[src/rtl/irq_controller.sv]
// Machine-mode interrupt controller.
// Collects peripheral requests, masks them with mie, picks the lowest-index
// enabled line, raises a one-cycle trap request toward the CSR block, blocks
// nesting while a handler runs and acknowledges the served line after mret.
module irq_controller #(
  parameter int unsigned N_IRQ     = 16,
  parameter logic [15:0] EDGE_MASK = 16'h0000
) (
  input  logic             clk_i,
  input  logic             rst_i,
  input  logic [N_IRQ-1:0] irq_req_i,
  input  logic [31:0]      mie_i,
  input  logic             exception_i,
  input  logic             stall_i,
  input  logic             mret_i,
  output logic             irq_o,
  output logic [31:0]      irq_cause_o,
  output logic [N_IRQ-1:0] irq_ret_o,
  output logic             busy_o
);

  localparam int unsigned SEL_W = (N_IRQ > 1) ? $clog2(N_IRQ) : 1;
  localparam logic [31:0] CAUSE_BASE = 32'h8000_0010;
  localparam logic [N_IRQ-1:0] EDGE = EDGE_MASK[N_IRQ-1:0];

  typedef enum logic [1:0] {
    IDLE = 2'd0,
    TAKE = 2'd1,
    BUSY = 2'd2
  } state_t;

  state_t             state;
  state_t             state_next;
  logic [SEL_W-1:0]   sel_q;
  logic [N_IRQ-1:0]   ret_q;
  logic [N_IRQ-1:0]   ret_next;
  logic [N_IRQ-1:0]   edge_pend;
  logic [N_IRQ-1:0]   edge_pend_next;
  logic [N_IRQ-1:0]   req_q;
  logic [N_IRQ-1:0]   pend;
  logic [N_IRQ-1:0]   en;
  logic [SEL_W-1:0]   win;
  logic               any_en;
  logic               take;

  // Only mie[16 +: N_IRQ] are interrupt enables; the rest are folded here so
  // the whole CSR image is visibly consumed.
  logic unused_mie_bits;
  assign unused_mie_bits = ^mie_i;

  // Pending/enabled vectors and fixed-priority winner (line 0 highest).
  always_comb begin
    // NOTE: every signal gets a default at the top of a comb block, so no path leaves it unassigned and no latch is inferred.
    pend   = (EDGE & edge_pend) | (~EDGE & irq_req_i);
    en     = pend & mie_i[16 +: N_IRQ];
    win    = '0;
    any_en = 1'b0;
    for (int k = N_IRQ - 1; k >= 0; k--) begin
      if (en[k]) begin
        win    = SEL_W'(k);
        any_en = 1'b1;
      end
    end
  end

  // Trap launch condition: only from IDLE, never during stall/exception,
  // never in the ack cycle and never while reset is being applied.
  always_comb begin
    take = rst_i && (state == IDLE) && any_en && !exception_i && !stall_i
           && (ret_q == '0);
  end

  // Next-state logic of the handler FSM.
  always_comb begin
    state_next = state;
    unique case (state)
      IDLE:    if (take) state_next = TAKE;
      TAKE:    state_next = BUSY;
      BUSY:    if (mret_i) state_next = IDLE;
      default: state_next = IDLE;
    endcase
  end

  // FSM outputs: combinational trap pulse and cause, busy flag.
  always_comb begin
    irq_o       = 1'b0;
    irq_cause_o = 32'h0;
    busy_o      = 1'b0;
    unique case (state)
      IDLE: begin
        irq_o = take;
        if (take) irq_cause_o = CAUSE_BASE + 32'(win);
      end
      TAKE, BUSY: begin
        busy_o      = 1'b1;
        irq_cause_o = CAUSE_BASE + 32'(sel_q);
      end
      default: ;
    endcase
    irq_ret_o = ret_q;
  end

  // Next values of the ack pulse and the sticky edge flags.
  always_comb begin
    ret_next = '0;
    if (state == BUSY && mret_i) begin
      for (int k = 0; k < N_IRQ; k++) begin
        ret_next[k] = (sel_q == SEL_W'(k));
      end
    end
    // A fresh rising edge wins over the ack clearing the same flag.
    edge_pend_next = EDGE & ((edge_pend & ~ret_q) | (irq_req_i & ~req_q));
  end

  // State register of the handler FSM.
  always_ff @(posedge clk_i) begin
    // NOTE: reset is sampled inside the clocked block (synchronous), so it is absent from the sensitivity list.
    if (!rst_i) begin
      state <= IDLE;
    end else begin
      // NOTE: sequential state uses non-blocking assignments so every register sees pre-edge values.
      state <= state_next;
    end
  end

  // Winner index, ack pulse, edge flags and previous request sample.
  always_ff @(posedge clk_i) begin
    if (!rst_i) begin
      sel_q     <= '0;
      ret_q     <= '0;
      edge_pend <= '0;
      req_q     <= '0;
    end else begin
      if (take) sel_q <= win;
      ret_q     <= ret_next;
      edge_pend <= edge_pend_next;
      req_q     <= irq_req_i;
    end
  end

endmodule

[config.mk]
export PLATFORM = sky130hd
export DESIGN_NAME = irq_controller
export DESIGN_NICKNAME = d
export VERILOG_FILES = /design/src/rtl/irq_controller.sv
export SDC_FILE = /design/constraint.sdc
export NUM_CORES = 1
export LEC_CHECK = 0
export CAP_MARGIN = 20
export CORE_UTILIZATION = 34
export DETAILED_ROUTE_END_ITERATION = 12
export HOLD_SLACK_MARGIN = 0.03
export PLACE_DENSITY = 0.8
export RECOVER_POWER = 100
export SYNTH_ARGS = -nofsm -noshare
export SYNTH_HDL_FRONTEND = slang
export SYNTH_SLANG_ARGS = --single-unit
export TNS_END_PERCENT = 5
[constraint.sdc]
create_clock -name clk_i -period 2.3 [get_ports clk_i]
set_clock_uncertainty 0.1 [all_clocks]
set_input_delay 0.46 -clock clk_i [delete_from_list [all_inputs] [get_ports clk_i]]
set_output_delay 0.46 -clock clk_i [all_outputs]
set_load 0.02 [all_outputs]
== Word level (Yosys, flattened, before mapping) ==
Index checks and enable logic that the tools add are counted.

* Bitwise operators: 1
* $lt $le $gt $ge: 0
* Reduce and logical (&&, ||, !) cells: 14
* Divide/modulo/power cells: 0
* Muxes and demuxes: 39
* Add/subtract/negate cells: 2
* Equal/unequal tests: 19
* Shifts and indexed selects: 0
* $mul: 0

{| class="wikitable"
|+ Operator list
! kind !! count
|-
| 32-bit by 4-bit adder with 32-bit output (first input constant) || 2
|-
| 4-bit 2-to-1 mux || 16
|-
| 32-bit case mux with 2 select lines || 1
|-
| 4-bit equality test (second input constant) || 8
|-
| 32-bit 2-to-1 mux || 1
|-
| 1-bit 2-to-1 mux || 18
|-
| 16-bit bitwise AND || 1
|-
| 4-bit by 3-bit equality test with 1-bit output (second input constant) || 4
|-
| 16-bit logical NOT || 1
|-
| 4-bit by 2-bit equality test with 1-bit output (second input constant) || 2
|-
| 1-bit logical AND || 6
|-
| 2-bit case mux with 3 select lines || 1
|-
| 4-bit by 1-bit equality test with 1-bit output (second input constant) || 1
|-
| 4-bit logical NOT || 1
|-
| 2-bit 2-to-1 mux || 2
|-
| 2-bit != test (second input constant) || 2
|-
| 2-bit AND reduction || 2
|-
| 2-bit by 1-bit equality test with 1-bit output (second input constant) || 1
|-
| 2-bit equality test (second input constant) || 1
|-
| 1-bit logical NOT || 2
|-
| 2-bit logical NOT || 1
|-
| 2-bit OR reduction || 1
|}

* ROM bits: 0
* Memories: 0
* Bits in writable memories: 0
* Latch bits: 0
* Bits in registers: 22

== Longest topological paths before layout ==
* Word-level depth: 23
* Depth in mapped cells: 8
* Depth with buffers taken out: 6

== Worst setup path after synthesis ==
OpenSTA, ideal clock, no wires.

* Path kind: input port to output port
* From: input stall_i
* To: output irq_cause_o[31]
* Path slack: -234 ps
* Data arrival time: 1974 ps
* Stages: 7
* Cells stage by stage: nor4_2 > nand4_1 > a311oi_2 > buf_6 > nor2_1 > nor2_1 > buf_4

* Longest elaborated chain between the ends: 5

{| class="wikitable"
|+ RTL lines
! item !! line !! RTL
|-
| from (decl) || 14 || <nowiki>input logic stall_i,</nowiki>
|-
| 1-bit logical NOT || 69 || <nowiki>take = rst_i && (state == IDLE) && any_en && !exception_i && !stall_i</nowiki>
|-
| 1-bit logical AND || 69 ||
|-
| 1-bit logical AND || 70 || <nowiki>&& (ret_q == '0);</nowiki>
|-
| 32-bit 2-to-1 mux || 92 || <nowiki>if (take) irq_cause_o = CAUSE_BASE + 32'(win);</nowiki>
|-
| 32-bit case mux with 2 select lines || 89 || <nowiki>unique case (state)</nowiki>
|-
| to (decl) || 17 || <nowiki>output logic [31:0] irq_cause_o,</nowiki>
|}

Every way passes these cells.

== Worst setup path in the final report ==
* From: input mie_i[21]
* To: output irq_cause_o[1]

* Longest elaborated chain between the ends: 13

{| class="wikitable"
|+ RTL lines
! item !! line !! RTL
|-
| from (decl) || 12 || <nowiki>input logic [31:0] mie_i,</nowiki>
|-
| 16-bit bitwise AND * || 55 || <nowiki>en = pend & mie_i[16 +: N_IRQ];</nowiki>
|-
| parallel branches: the longest is 10 deep, another holds 32-bit by 4-bit adder with 32-bit output || n/a ||
|-
| 32-bit 2-to-1 mux * || 92 ||
|-
| 32-bit case mux with 2 select lines * || 89 ||
|}

Every way passes the cells marked *.

==> metrics <==
status=finished, violations left; failing checks=setup timing; Hold Crit Class=flip-flop to flip-flop; hold path cells=2; GRT Residual Overflow=0; Post-Syn Instances=around 160; Flop pwr share=between 30 and 40%; drt first pass iters=4; crit path time final=around 2.5 ns; Final Net Count=~320; combinational power share=a little over a quarter; net switching power=around 260 uW; number of port buffers=60; RSZ-0062 raised after global routing=true; total track usage=16.9%; WL/cell=11.3 um; ANT cells=0; number of nets still failing antenna checks after routing=0; DR WL met2=between 1500 and 2000 um; CTS clk-pin slew, worst paths=about 0.080 ns; CP max stage cell=nor4_4; H-tree depth=1; initial antenna violation count=0; hold path start=sel_q[3]$_SDFFE_PN0N_; placed wire-length estimate=between 2000 and 3000 um; most frequent cells in the layout=40 x buf_4, 26 x conb_1, 19 x dfxtp_1; core area=about 4000 sq um; commonest non-fill, non-tap cell in the layout=buf_4; EDFF count, synth=0; die height=roughly 67 um; CP Depth=8; CTS root buffer=clkbuf_8; prevailing post-synth register cell=dfxtp_1; WP data arrival=slightly below 2 ns; worst r2r dst=sel_q[2]$_SDFFE_PN0N_; final hold violation count=0; top layer in use=met4; final core occ=a little under three fifths; maximum vdd drop=approximately 0.21 mV; DRC errors left=0; CTS tree=yes; flops & latches, synth=22; Synth Area per Inst=between 8 and 9 sq um; Post-synth ARST share=0%; Seq/Total Area, Yosys=between 30% and 40%; Leak=0.00103 uW; reg2reg start=irq_ret_o[1]$_SDFF_PN0_; Power Dens Cells=439 nW/um^2; WP data required=around 1.7 ns; crit-path leading delay family=compound AO/OA/AOI/OAI gates; Yosys cell types=43; Overall Power=just over 1000 uW; Clk pwr share=between 30% and 40%; global-route wire length before repair=just under 6000 um; critical path's largest stage delay=around 0.34 ns; Yosys warning count=0; Via density=about 4.8; ratio of cells with drive above 1 in the final layout=a little under a third; Syn Std Cell Area=about 1400 sq um; CP cell instances=clkdlybuf4s15_1, a22o_1, nor4_4, a311oi_2, buf_4, a32oi_2, nor2_1, buf_4; row count=23; Switching Share=between 20% and 30%; kind of critical path=primary input to output pin; buffer and inverter count on the worst path=3; largest net degree at the start of global routing=14; Final Max Slew Viols=0; Setup WS pre-CTS=-0.967 ns; number of CTS-inserted buffers=3; Met3 Wirelength=around 230 um; drt total wl=approximately 3500 um; startpoint types=primary input; IO Count=between 100 and 150; most frequent CP cell=buf_4; global placer's final weighted congestion=~0.83; CTS max path bufs=2; Sinks on Clock Net=22; Fmax=approximately 0.39 GHz; met1 wire length=1340 um; r2r setup slk=approximately 0.44 ns; Layout area overhead=61.9%; Worst Path Max Fanout=4; Starting Density=a little over a third; Setup Viol. Count Final=6; Die Area=about 4400 sq um; number of max-cap violations=0; post-route setup slack=-0.244 ns; Clk Latency, worst-skew pair=~0.26 ns; Die X-Extent=about 67 um; Tcrit/Tclk final=111%; hold endpoint=sel_q[3]$_SDFFE_PN0N_; drt initial violations=55; Worst Setup End Kind=output pin; worst r2r path cells=7; number of vias in the routed layout=roughly 1500; Pint=741 uW; vias in the first global route=between 1000 and 1500
[cells by family after synthesis]
logic type	after synthesis	share of synthesized area [%]
buffers and inverters	34	16.7
other	1	0.265
DFF	22	31.1
and+or+nand+nor	66	24.9
AOI/OAI and AO/OA	36	23.4
adders and majority gates	4	3.54
[worst max path at each step]
stage | startpoint | endpoint | slack (ns)
floorplan | stall_i | irq_cause_o[1] | 0.001
global placement | stall_i | irq_cause_o[2] | -0.97
detailed placement | stall_i | irq_cause_o[0] | -0.97
CTS | irq_ret_o[10]$_SDFF_PN0_ | irq_cause_o[2] | -0.29
global route | irq_ret_o[1]$_SDFF_PN0_ | irq_cause_o[2] | -0.35
finish | mie_i[21] | irq_cause_o[1] | -0.24
[timing repair]
item | 4_1_cts | 5_1_grt
pin swaps | 19 | 10
resized for setup | 95 | 19
setup buffers | 3 | 1
hold endpoints to repair | 0 | 0
hold buffers | 0 | 0
endpoints found under the setup margin | 8 | 7
[metrics by stage]
step	hold slack (ns)	setup TNS [ns]	instances	cell area [sq um]
6_report	0.441	-1.05	308	2290
5_1_grt	0.492	-1.64	308	2290
4_1_cts	0.439	-1.20	307	2250
3_5_place_dp	0.428	-6.17	300	2200
3_3_place_gp	0.425	-6.05	300	2200
2_1_floorplan	0.382	0	188	1520
[tightest hold or removal path: stages (launching register included)]
cell	delay, ns
dfxtp_1	0.36
nand2b_1	0.08
a21boi_1	0.06
[power groups by stage]
stage / Clock [uW] / Sequential (uW) / Combinational [uW]
CTS: 360 / 389 / 262
global placement: 0 / 397 / 277
floorplan: 0 / 396 / 173
global route: 380 / 390 / 287
finish: 352 / 389 / 265
detailed placement: 0 / 398 / 280
[synthesized netlist by cell type (2+ instances only)]
cell type / count / area, sq um
a21oi_2: 2 / 17.5
nand2b_2: 2 / 17.5
nor4_1: 3 / 18.8
a22o_1: 8 / 70.1
a22oi_1: 2 / 15.0
a21boi_2: 2 / 22.5
inv_1: 3 / 11.3
nand4_1: 2 / 12.5
clkbuf_1: 2 / 7.51
a32oi_1: 2 / 17.5
ha_1: 4 / 50.1
nand2_1: 17 / 63.8
a21oi_1: 2 / 10.0
buf_4: 27 / 203
nor2_1: 20 / 75.1
nor3_1: 5 / 25.0
a21boi_1: 2 / 15.0
dfxtp_1: 22 / 440
o211ai_1: 2 / 15.0
nand2b_1: 4 / 25.0
nand3_1: 6 / 30.0
a31oi_1: 3 / 18.8
[flip-flops by register name (all words and copies together) (netlist names)]
| name | count |
|---|---|
| state | 2 |
| irq_ret_o | 16 |
| sel_q | 4 |
[cell type report]
| class | count | area [sq um] |
|---|---|---|
| flip-flops and latches | 22 | 444 |
| fillers | 369 | 1710 |
| clock inverters | 1 | 30.0 |
| well taps | 50 | 62.6 |
| multi-input cells | 132 | 890 |
| repair buffers | 97 | 812 |
| clock buffers | 3 | 41.3 |
| inverters | 3 | 11.3 |
[metal layers]
layer  global-route usage, %  up-vias
li1                        -      726
met3                    3.25        2
met4                    5.05        0
met5                       0        -
met2                    32.1       64
met1                    18.6      677
Note: power is estimated with default switching activity, not from simulation.
